[src/rtl/wb_mem_master.sv]
// CPU-side Wishbone classic master for the DDR2 slave: one-entry posted-write
// buffer, calibration gating, forced idle gap between cycles and a per-cycle timeout.
module wb_mem_master #(
    parameter int unsigned TIMEOUT        = 1024,
    parameter int unsigned RECOVER_CYCLES = 2,
    parameter logic [31:0] ERR_DATA       = 32'hDEADBEEF
) (
    input  logic        wb_clk_i,
    input  logic        wb_rst_i,
    input  logic        calib_done_i,
    input  logic        cpu_req_i,
    input  logic        cpu_we_i,
    input  logic [3:0]  cpu_sel_i,
    input  logic [31:0] cpu_addr_i,
    input  logic [31:0] cpu_wdata_i,
    output logic [31:0] cpu_rdata_o,
    output logic        cpu_ready_o,
    output logic        err_o,
    output logic        wb_cyc_o,
    output logic        wb_stb_o,
    output logic        wb_we_o,
    output logic [3:0]  wb_sel_o,
    output logic [26:0] wb_adr_o,
    output logic [31:0] wb_dat_o,
    input  logic [31:0] wb_dat_i,
    input  logic        wb_ack_i
);

    localparam int unsigned CNT_MAX = (TIMEOUT > RECOVER_CYCLES) ? TIMEOUT : RECOVER_CYCLES;
    localparam int unsigned CNT_W   = $clog2(CNT_MAX + 1);
    localparam int unsigned ADR_W   = 27;
    localparam int unsigned DAT_W   = 32;
    localparam int unsigned SEL_W   = 4;

    typedef enum logic [1:0] {
        ST_IDLE,
        ST_BUS_WR,
        ST_BUS_RD,
        ST_RECOVER
    } state_e;

    state_e             state_q, state_d;
    logic [CNT_W-1:0]   cnt_q, cnt_d;
    logic               wbuf_valid_q, wbuf_valid_d;
    logic [ADR_W-1:0]   wbuf_adr_q, wbuf_adr_d;
    logic [DAT_W-1:0]   wbuf_dat_q, wbuf_dat_d;
    logic [SEL_W-1:0]   wbuf_sel_q, wbuf_sel_d;
    logic               cyc_q, cyc_d;
    logic               we_q, we_d;
    logic [SEL_W-1:0]   sel_q, sel_d;
    logic [ADR_W-1:0]   adr_q, adr_d;
    logic [DAT_W-1:0]   dat_q, dat_d;
    logic               ready_q, ready_d;
    logic [DAT_W-1:0]   rdata_q, rdata_d;
    logic               err_q, err_d;

    logic               cur_req;
    logic               store_act;
    logic               load_act;
    logic               bus_to;
    logic               wr_done;
    logic               launch;
    logic [ADR_W-1:0]   cpu_adr_w;
    logic               unused_addr_bits;

    // The CPU holds its request until the ready pulse, so the ready cycle itself
    // is the only one where a stale request is visible.
    assign cur_req   = cpu_req_i && !ready_q;
    assign store_act = cur_req && cpu_we_i;
    assign load_act  = cur_req && !cpu_we_i;
    assign bus_to    = (cnt_q == CNT_W'(TIMEOUT - 1));
    assign wr_done   = (state_q == ST_BUS_WR) && (wb_ack_i || bus_to);
    assign cpu_adr_w = {cpu_addr_i[26:2], 2'b00};

    assign unused_addr_bits = ^{cpu_addr_i[31:27], cpu_addr_i[1:0]};

    always_ff @(posedge wb_clk_i) begin
        if (wb_rst_i) begin
            state_q      <= ST_IDLE;
            cnt_q        <= '0;
            wbuf_valid_q <= 1'b0;
            wbuf_adr_q   <= '0;
            wbuf_dat_q   <= '0;
            wbuf_sel_q   <= '0;
            cyc_q        <= 1'b0;
            we_q         <= 1'b0;
            sel_q        <= '0;
            adr_q        <= '0;
            dat_q        <= '0;
            ready_q      <= 1'b0;
            rdata_q      <= '0;
            err_q        <= 1'b0;
        end else begin
            state_q      <= state_d;
            cnt_q        <= cnt_d;
            wbuf_valid_q <= wbuf_valid_d;
            wbuf_adr_q   <= wbuf_adr_d;
            wbuf_dat_q   <= wbuf_dat_d;
            wbuf_sel_q   <= wbuf_sel_d;
            cyc_q        <= cyc_d;
            we_q         <= we_d;
            sel_q        <= sel_d;
            adr_q        <= adr_d;
            dat_q        <= dat_d;
            ready_q      <= ready_d;
            rdata_q      <= rdata_d;
            err_q        <= err_d;
        end
    end

    always_comb begin
        state_d      = state_q;
        cnt_d        = cnt_q;
        wbuf_valid_d = wbuf_valid_q;
        wbuf_adr_d   = wbuf_adr_q;
        wbuf_dat_d   = wbuf_dat_q;
        wbuf_sel_d   = wbuf_sel_q;
        cyc_d        = cyc_q;
        we_d         = we_q;
        sel_d        = sel_q;
        adr_d        = adr_q;
        dat_d        = dat_q;
        ready_d      = 1'b0;
        rdata_d      = rdata_q;
        err_d        = err_q;
        launch       = 1'b0;

        case (state_q)
            ST_IDLE: begin
                launch = calib_done_i;
            end
            ST_BUS_WR, ST_BUS_RD: begin
                cnt_d = cnt_q + CNT_W'(1);
                // Ack wins over a timeout landing on the same cycle.
                if (wb_ack_i || bus_to) begin
                    state_d = ST_RECOVER;
                    cnt_d   = '0;
                    cyc_d   = 1'b0;
                    we_d    = 1'b0;
                    if (!wb_ack_i) begin
                        err_d = 1'b1;
                    end
                    if (state_q == ST_BUS_WR) begin
                        wbuf_valid_d = 1'b0;
                    end else begin
                        ready_d = 1'b1;
                        rdata_d = wb_ack_i ? wb_dat_i : ERR_DATA;
                    end
                end
            end
            ST_RECOVER: begin
                cnt_d = cnt_q + CNT_W'(1);
                // Last idle cycle may launch directly so the gap is exactly RECOVER_CYCLES.
                if (cnt_q == CNT_W'(RECOVER_CYCLES - 1)) begin
                    state_d = ST_IDLE;
                    launch  = calib_done_i;
                end
            end
            default: begin
                state_d = ST_IDLE;
            end
        endcase

        if (store_act && (!wbuf_valid_q || wr_done)) begin
            wbuf_valid_d = 1'b1;
            wbuf_adr_d   = cpu_adr_w;
            wbuf_dat_d   = cpu_wdata_i;
            wbuf_sel_d   = cpu_sel_i;
            ready_d      = 1'b1;
        end

        // Buffered write always goes first so a load never overtakes a store.
        if (launch && wbuf_valid_q) begin
            state_d = ST_BUS_WR;
            cnt_d   = '0;
            cyc_d   = 1'b1;
            we_d    = 1'b1;
            adr_d   = wbuf_adr_q;
            dat_d   = wbuf_dat_q;
            sel_d   = wbuf_sel_q;
        end else if (launch && load_act) begin
            state_d = ST_BUS_RD;
            cnt_d   = '0;
            cyc_d   = 1'b1;
            we_d    = 1'b0;
            adr_d   = cpu_adr_w;
            sel_d   = cpu_sel_i;
        end
    end

    assign cpu_rdata_o = rdata_q;
    assign cpu_ready_o = ready_q;
    assign err_o       = err_q;
    assign wb_cyc_o    = cyc_q;
    assign wb_stb_o    = cyc_q;
    assign wb_we_o     = we_q;
    assign wb_sel_o    = sel_q;
    assign wb_adr_o    = adr_q;
    assign wb_dat_o    = dat_q;

endmodule

[config.mk]
export PLATFORM = sky130hd
export DESIGN_NAME = wb_mem_master
export DESIGN_NICKNAME = d
export VERILOG_FILES = /design/src/rtl/wb_mem_master.sv
export SDC_FILE = /design/constraint.sdc
export NUM_CORES = 1
export LEC_CHECK = 0
export BUFFER_PORTS_ARGS = -buffer_cell sky130_fd_sc_hd__buf_4
export CORE_UTILIZATION = 32
export CTS_BUF_LIST = sky130_fd_sc_hd__clkbuf_4
export DETAILED_ROUTE_END_ITERATION = 10
export PLACE_DENSITY_LB_ADDON = 0.15
export SETUP_SLACK_MARGIN = 0.4
export SYNTH_ARGS = -nofsm -noshare
export SYNTH_HDL_FRONTEND = slang
export SYNTH_SLANG_ARGS = --single-unit
export TNS_END_PERCENT = 50
[constraint.sdc]
create_clock -name wb_clk_i -period 4.5 [get_ports wb_clk_i]
set_input_delay 0.9 -clock wb_clk_i [delete_from_list [all_inputs] [get_ports wb_clk_i]]
set_output_delay 0.9 -clock wb_clk_i [all_outputs]
set_load 0.1 [all_outputs]
==> results.md, run 1 <==
* Status: finished clean
* Hold path startpoint: wbuf_dat_q[24]
* Origin of the critical flop-to-flop path: state_q[1]
* Hold_buf cts at 0
* Die Area at 24,300 um^2
* Hold Path Sink: wb_dat_o[24]
* Max Slew Vio Count at 0
* Clock sinks at 172
* Max VDD drop at 0.484 mV
* Area fraction of the dominant cell type after synthesis at 45.5%
* Final min period at 3.01 ns
* Post-synth EDFFs at 0
* Register area at 3440 um^2
* DRT Wirelength at 23,500 um
* Setup CP Type: reg -> reg
* Largest area contributor in the netlist: dfxtp_1
* Worst relative slew slack at 20.9%
* # placed instances at 1,291
* Fill cells at 2,364
* Area Growth Syn to Fin at 24.6%
* Post-CTS setup buffers at 0
* Post-detail-place hpwl at 13,900 um
* RR Endpoint: wb_adr_o[13]
* Drt first pass iters at 5
* Post-Layout Inst Area at 9440 um^2
* WP data arrival at 3.52 ns
* DRC Markers at 0
* H-tree depth at 4
* Fin. Hold Viols at 0
* Starting Density at 33.0%
* Number of CTS-inserted buffers at 17
* MaxCap Viol Count at 0
* Mapped cell area at 7570 um^2
* CP Data Required Time at 5.01 ns
* RSZ-0062 raised after global routing: false
* Crit end category: register
* CTS tree: built
* Clock Latency Late Sink at 0.60 ns
* Clk root buf: clkbuf_4
* Ys async rst share at 0%
* HP Class: reg -> reg
* Cell count after synthesis at 860
* Seq cells post-synth at 172
* Hold Slack at 0.455 ns
* Fin crit share at 67.0%
* Crit Path Max Fanout at 47
* Ys flop type: dfxtp_1
* Vias in the first global route at 6,833
* Max Buffers Root-to-Sink at 2
* Core ar. at 22,900 um^2
* Flop2flop setup slack at 1.49 ns
* Static Leak at 3.48 nW
* Layout Skew at 0.0398 ns
* Sequential share of the synthesized area at 45.5%
* First-pass GRT wire length at 37,500 um
* Largest net degree at the start of global routing at 83
* Vias after detailed routing at 7,024
* Netlist cell types at 48
* Area occupied by multi-input gates at 3540 um^2
* Worst setup margin at 1.49 ns
* Pwr Density at 659 nW/um^2
* GP Congestion at 0.730
* Worst Hold Depth at 2
* Most instantiated cells after synthesis: 172 x dfxtp_1, 136 x a21oi_1, 96 x o21ai_0
* GR Util All Layers at 19.5%
* Cts repair resizes at 0
* Nets at 1,108
* Setup_tns at 0 ns
* Yosys Warn Count at 0
* Most frequent cell after synthesis: dfxtp_1
* Antenna-violating nets left at 0
* Gr ovfl total at 0
* DRT iter0 DRCs at 356
* Mean Syn Cell Area at 8.81 um^2
* I/O pin count at 206
* Cell row count at 55
* Critical path launch point type: register
* Worst slew pin tran at 1.19 ns
* Setup slack at placement at 1.40 ns
* Die Y at 156 um
* Worst-path clk slew at 0.17 ns
* Synth top area cells: dfxtp_1 45%, a21oi_1 9.0%, o21ai_0 6.3%
* Max frequency at 0.332 GHz
* PortBufs at 196
* Final setup viols at 0
* Die W at 156 um
* WL per Instance at 17.8 um
* Vias/cell at 5.31
* Share of cells above drive strength 1 at 30.6%
* Placed cell areas at 9130 um^2
* Initial antenna violation count at 1
* Worst r2r path cells at 8
* Fin cells at 1,324
==> worst max path at each step <==
stage                    start           end  slack (ns)  cells after the start
CTS                 state_q[1]   wb_sel_o[0]        1.47                      8
detailed placement    cpu_we_i  wb_adr_o[24]        1.40                      6
global route        state_q[1]   wb_adr_o[5]        1.19                      8
global placement      cpu_we_i  wb_adr_o[25]        1.45                      6
floorplan             wb_cyc_o      wb_stb_o        2.23                      1
finish              state_q[1]  wb_adr_o[13]        1.49                      8
==> layout by cell type, fill, tap and decap left out, types with 2 or more instances in the layout <==
| cell type | synthesis | routed |
|---|---|---|
| ha_1 | 5 | 5 |
| o21ai_0 | 96 | 96 |
| xnor2_1 | 6 | 6 |
| xor2_1 | 4 | 4 |
| nor4_4 | 2 | 2 |
| conb_1 | 1 | 2 |
| inv_8 | 0 | 2 |
| nand2b_1 | 6 | 6 |
| nand2_1 | 6 | 6 |
| a21oi_1 | 136 | 135 |
| nor2b_1 | 2 | 2 |
| nand3_2 | 20 | 21 |
| clkinv_1 | 2 | 3 |
| dfxtp_1 | 172 | 172 |
| nor3_1 | 66 | 66 |
| nor2_1 | 6 | 5 |
| inv_6 | 0 | 8 |
| o31ai_1 | 9 | 9 |
| a2111oi_1 | 2 | 2 |
| and4_1 | 2 | 2 |
| nand4_1 | 10 | 10 |
| nor4_1 | 25 | 25 |
| buf_4 | 4 | 212 |
| a31oi_1 | 27 | 27 |
| a2111oi_2 | 27 | 27 |
| nand4_2 | 2 | 2 |
| clkbuf_4 | 0 | 17 |
| nand3_1 | 76 | 75 |
| bufinv_16 | 0 | 2 |
| inv_1 | 33 | 33 |
==> registers in the layout, indices dropped and copies added, names as in the netlist, 2 cells and up <==
signal,cells
cnt_q,11
wbuf_dat_q,32
wbuf_adr_q,25
wb_dat_o,32
cpu_rdata_o,32
wb_sel_o,4
state_q,2
wbuf_sel_q,4
wb_adr_o,25
==> area by class of cell <==
class,count,area share (%)
clock inverter,15,1.83
inverter,36,1.43
multi-input combinational,556,37.5
timing repair buffer,214,17.2
sequential,172,36.5
tap,313,4.15
clock buffer,17,1.35
antenna,1,0.0265
==> power breakdown <==
part / internal [mW] / switching (mW) / total, mW
Combinational: 0.713 / 2.61 / 3.33
Sequential: 1.77 / 0.146 / 1.92
Clock: 0.351 / 0.628 / 0.979
==> per-stage QoR <==
| step | util [%] | total power, mW |
|---|---|---|
| after floorplan | - | 4.55 |
| after global placement | 39.9 | 5.28 |
| after detailed placement | 39.9 | 5.28 |
| after CTS | 41.2 | 6.27 |
| after global routing | 41.2 | 6.54 |
| final | 41.2 | 6.22 |
==> critical path, stage by stage (launching register included) <==
cell and delay (ns):
dfxtp_1 0.39, inv_1 0.07, ha_1 0.31, buf_4 0.36
inv_2 0.37, nand3_2 0.41, buf_4 0.52, nor3_1 0.11
a2111oi_2 0.36
==> per-layer routing <==
metal | global-route usage (%) | share of wire [%]
met2 | 31.9 | 48
met4 | 5.37 | 1.2
met5 | 0 | 0
met1 | 25.6 | 45
met3 | 4.56 | 5.6
==> kinds of logic (layout without fill, tap and decap cells) <==
family	count (synthesis)	in the layout	synth area share (%)
compound gates	306	306	25.7
simple gates	233	233	18.6
flops	172	172	45.5
buf+inv	133	282	8.16
xor+xnor	10	10	1.16
fa+ha+maj	5	5	0.826
other cells	1	3	0.0495
Power figures use the tool's default switching activity.
==> inputs of run 2 (changes only) <==
- ABC_AREA: not set -> 1
- clock period: 4.5 -> 2.9 ns (I/O delays scaled with it)
==> results.md, run 2 <==
* Largest area contributor in the netlist: dfxtp_1
* Share of cells above drive strength 1 at 24.3%
* Post-route core utilization at 42.2%
* DRT iter0 DRCs at 194
* RSZ-0062 raised after global routing: false
* Gr ovfl total at 0
* CTS tree: built
* Worst r2r path cells at 11
* Core ar. at 20,600 um^2
* HP Class: in -> reg
* Crit end category: register
* Antenna-violating nets left at 0
* Most instantiated cells after synthesis: 172 x dfxtp_1, 148 x nor2_1, 118 x nand2_1
* First-pass GRT wire length at 27,900 um
* Clock Latency Late Sink at 0.55 ns
* Post-CTS setup buffers at 0
* Post-synth EDFFs at 0
* Fill cells at 2,260
* Nets at 1,161
* Placed cell areas at 8390 um^2
* Hold Path Sink: cpu_rdata_o[19]
* Largest net degree at the start of global routing at 74
* Mean Syn Cell Area at 7.69 um^2
* Clock sinks at 172
* Mapped cell area at 6800 um^2
* Worst relative slew slack at 49.2%
* MaxCap Viol Count at 0
* Post-detail-place hpwl at 11,100 um
* Max Buffers Root-to-Sink at 2
* Vias/cell at 4.52
* Die W at 148 um
* Hold path startpoint: wb_dat_i[19]
* GR Util All Layers at 16.1%
* Synth top area cells: dfxtp_1 51%, nor2_1 8.2%, a21oi_1 7.2%
* Die Y at 148 um
* WL per Instance at 13.0 um
* Number of CTS-inserted buffers at 17
* Clk root buf: clkbuf_4
* GP Congestion at 0.789
* Yosys Warn Count at 0
* CP Data Required Time at 3.37 ns
* Cell row count at 52
* Vias in the first global route at 5,446
* Initial antenna violation count at 1
* Static Leak at 3.71 nW
* RR Endpoint: wbuf_dat_q[17]
* Most frequent cell after synthesis: dfxtp_1
* Most frequent cells in the layout: 204 x buf_4, 172 x dfxtp_1, 148 x nor2_1, 118 x nand2_1, 98 x a21oi_1
* I/O pin count at 206
* PortBufs at 196
* Final setup viols at 0
* Vias after detailed routing at 6,024
* Worst Hold Depth at 3
* Critical path launch point type: register
* Setup CP Type: reg -> reg
* H-tree depth at 4
* Crit Path Max Fanout at 61
* WP data arrival at 2.68 ns
* Worst-path clk slew at 0.16 ns
* Origin of the critical flop-to-flop path: cnt_q[0]
* Max VDD drop at 0.361 mV
* Max Slew Vio Count at 0
* Pwr Density at 945 nW/um^2
* Fin crit share at 76.1%
* Drt first pass iters at 6
* Setup_tns at 0 ns
* Area fraction of the dominant cell type after synthesis at 50.6%
* Area occupied by multi-input gates at 2700 um^2
* Starting Density at 33.1%
* Ys async rst share at 0%
* Hold_buf cts at 0
* Post-Layout Inst Area at 8680 um^2
* Netlist cell types at 34
* DRT Wirelength at 17,400 um
* Seq cells post-synth at 172
* Register area at 3440 um^2
* DRC Markers at 0
* Flop2flop setup slack at 0.69 ns
* Cell count after synthesis at 885
* Die Area at 21,800 um^2
* Commonest non-fill, non-tap cell in the layout: buf_4
* Worst slew pin tran at 0.761 ns
* Status: finished clean
* Layout Skew at 0.0255 ns
* Sequential share of the synthesized area at 50.6%
* Cts repair resizes at 0
* Area Growth Syn to Fin at 27.6%
* Fin. Hold Viols at 0
* Final min period at 2.21 ns
* Max frequency at 0.453 GHz
* Ys flop type: dfxtp_1
-- run 2: cell types whose count changed in the layout (fill, tap and decap cells not counted), sizes merged, moves of 26 or more --
cell and change:
nor2 +144, nor3 -60, nor4 -26, a21oi -38, nand3 -79, o21ai +26, a2111oi -29, inv +47
o211ai +31, a31oi -28, nand2 +117
-- run 2: cell families after synthesis --
| kind of cell | share of synthesized area, % |
|---|---|
| AND/OR/NAND/NOR | 18.2 |
| AO/OA/AOI/OAI | 19.9 |
| flip-flops | 50.6 |
| buffers and inverters | 9.71 |
| XOR/XNOR | 0.644 |
| adder cells (fa/ha/maj) | 0.920 |
| other | 0.0551 |
-- run 2: stage by stage --
stage               power, mW  cells  setup slack, ns  hold slack [ns]
floorplan                6.09    886            0.914            0.449
global placement         6.88   1301            0.652            0.432
detailed placement       6.89   1301            0.633            0.435
CTS                      8.33   1333            0.642            0.206
global route             8.69   1334            0.457            0.200
finish                   8.21   1334            0.692            0.270
-- run 2: cell type report --
class | count | area share (%)
tap | 270 | 3.89
clock buffer | 17 | 1.47
inverter | 88 | 3.88
antenna | 1 | 0.0288
timing repair buffer | 206 | 18.1
clock inverter | 15 | 1.86
multi-input combinational | 565 | 31.1
sequential | 172 | 39.7
-- run 2: worst max-delay path, cell delays in order (launching register included) --
cell and delay (ns):
dfxtp_1 0.41, ha_1 0.18, nand2_1 0.07, nor2_2 0.15, nand3_2 0.13, nand2_2 0.10, inv_2 0.06, o21ai_4 0.15
nand2_4 0.20, clkinv_4 0.43, nor2_1 0.08, nor2_1 0.12
-- run 2: worst max-delay path by stage --
stage | from | endpoint | slack (ns) | cells after the start
2_1_floorplan | cpu_ready_o | wb_adr_o[17] | 0.91 | 7
3_3_place_gp | wb_ack_i | wbuf_dat_q[25] | 0.65 | 9
3_5_place_dp | wb_ack_i | wbuf_dat_q[29] | 0.63 | 9
4_1_cts | cnt_q[0] | wbuf_dat_q[17] | 0.64 | 11
5_1_grt | state_q[0] | wb_adr_o[14] | 0.46 | 8
6_report | cnt_q[0] | wbuf_dat_q[17] | 0.69 | 11
-- run 2: routing by layer --
metal / track usage (%) / share of wire, % / vias to the layer above
met5: 0 / 0 / -
met1: 19.9 / 47 / 2704
li1: - / - / 3190
met3: 4.63 / 5.5 / 15
met2: 26.9 / 47 / 115
met4: 4.69 / 1.0 / 0
-- run 2: power by group --
part           switching (mW)  internal [mW]
Combinational            2.94          0.868
Clock                   0.886          0.527
Sequential              0.216           2.78
==> inputs of run 3 (changes only) <==
- clock period: 2.9 -> 1.9 ns (I/O delays scaled with it)
==> results.md, run 3 (same netlist as run 2, synthesis figures left out) <==
* Status: finished clean
* Number of CTS-inserted buffers at 17
* Setup_tns at 0 ns
* MaxCap Viol Count at 0
* Nets at 1,226
* HP Class: in -> reg
* Worst Hold Depth at 3
* Gr ovfl total at 0
* I/O pin count at 206
* Max frequency at 0.559 GHz
* Cell row count at 52
* Max Slew Vio Count at 0
* Post-route core utilization at 48.0%
* CP Data Required Time at 2.36 ns
* Crit Path Max Fanout at 10
* Crit end category: register
* Worst relative slew slack at 48.9%
* Clock sinks at 172
* Worst slew pin tran at 0.766 ns
* Static Leak at 4.21 nW
* Vias in the first global route at 5,850
* RR Endpoint: wb_dat_o[5]
* Die W at 148 um
* Die Area at 21,800 um^2
* Tot Pwr at 14.0 mW
* CTS tree: built
* Antenna-violating nets left at 0
* Clk root buf: clkbuf_4
* Hold path startpoint: cpu_wdata_i[16]
* Share of cells above drive strength 1 at 30.1%
* First-pass GRT wire length at 29,900 um
* H-tree depth at 4
* WL per Instance at 13.6 um
* DRT Wirelength at 19,100 um
* Worst-path clk slew at 0.14 ns
* Commonest non-fill, non-tap cell in the layout: buf_4
* Critical path launch point type: register
* Origin of the critical flop-to-flop path: cnt_q[1]
* Core ar. at 20,600 um^2
* Pwr Density at 1410 nW/um^2
* DRC Markers at 0
* Most frequent cells in the layout: 214 x buf_4, 166 x dfxtp_1, 144 x nor2_1, 115 x nand2_1, 93 x a21oi_1
* Die Y at 148 um
* Clock Latency Late Sink at 0.56 ns
* Flop2flop setup slack at 0.11 ns
* PortBufs at 196
* RSZ-0062 raised after global routing: true
* Max VDD drop at 0.509 mV
* Area Growth Syn to Fin at 45.2%
* Fin. Hold Viols at 0
* WP data arrival at 2.25 ns
* CP startpoint: cnt_q[1]
* GR Util All Layers at 17.4%
* Vias/cell at 4.53
* Layout Skew at 0.0265 ns
* Drt first pass iters at 4
* Max Buffers Root-to-Sink at 2
* Final setup viols at 0
* Post-detail-place hpwl at 11,800 um
* Starting Density at 33.1%
* Vias after detailed routing at 6,335
* Setup CP Type: reg -> reg
* Final min period at 1.79 ns
* Largest net degree at the start of global routing at 71
* GP Congestion at 0.787
* Initial antenna violation count at 1
* Worst r2r path cells at 12
* Fin crit share at 94.2%
* Hold Path Sink: wbuf_dat_q[16]
* DRT iter0 DRCs at 239
==> run 3: per-stage QoR <==
| step | hold WS (ns) | instances | area [um^2] | setup WS, ns |
|---|---|---|---|---|
| 2_1_floorplan | 0.449 | 886 | 6900 | 0.301 |
| 3_3_place_gp | 0.433 | 1314 | 8620 | 0.00108 |
| 3_5_place_dp | 0.435 | 1314 | 8620 | -0.00712 |
| 4_1_cts | 0.0000491 | 1374 | 9430 | 0.115 |
| 5_1_grt | 0.00143 | 1399 | 9870 | 0.00280 |
| 6_report | 0.0471 | 1399 | 9870 | 0.110 |
==> run 3: worst max-delay path by stage <==
stage	endpoint	slack [ns]	cells after the start
after floorplan	wbuf_adr_q[18]	0.30	11
after global placement	cpu_rdata_o[5]	0.001	11
after detailed placement	wbuf_dat_q[8]	-0.007	12
after CTS	wb_dat_o[21]	0.11	11
after global routing	wbuf_dat_q[15]	0.003	12
final	wb_dat_o[5]	0.11	12
==> run 3: layer usage <==
| metal | up-vias | GRT usage (%) | routed length [um] |
|---|---|---|---|
| li1 | 3337 | - | - |
| met4 | 0 | 4.33 | 150 |
| met2 | 126 | 28.8 | 9060 |
| met5 | - | 0 | 0 |
| met1 | 2864 | 21.9 | 8910 |
| met3 | 8 | 5.31 | 953 |
==> run 3: area by class of cell <==
type	count	area, um^2
Timing Repair inverter	3	48.8
Timing Repair Buffer	267	2450
Antenna cell	1	2.50
Multi-Input combinational cell	566	2900
Inverter	88	358
Tap cell	270	338
Clock inverter	14	183
Fill cell	2126	10700
Clock buffer	18	135
Sequential cell	172	3460
==> run 3: what timing repair did <==
action | in CTS | in global routing
pin swaps | 7 | 23
buffers inserted | 12 | 4
hold buffers | 9 | 15
hold endpoints to repair | 9 | 15
cloned | 7 | 5
resized for setup | 38 | 72
setup endpoints to repair | 268 | 269
==> run 3: report_power, final <==
group | internal (mW) | switching [mW] | leakage (nW)
combinational | 2.10 | 4.91 | 2.64
clock | 0.957 | 1.36 | 0.166
sequential | 4.26 | 0.357 | 1.41
total | 7.32 | 6.63 | 4.21
==> run 3: worst max-delay path, cell delays in order (launching register included) <==
cell,delay [ns]
dfxtp_4,0.38
inv_1,0.05
ha_1,0.12
nand2_1,0.06
nor2_2,0.10
nand3_1,0.09
nand2_2,0.13
nand3_4,0.09
buf_12,0.17
buf_4,0.16
buf_12,0.14
o21ai_0,0.14
a21oi_1,0.05
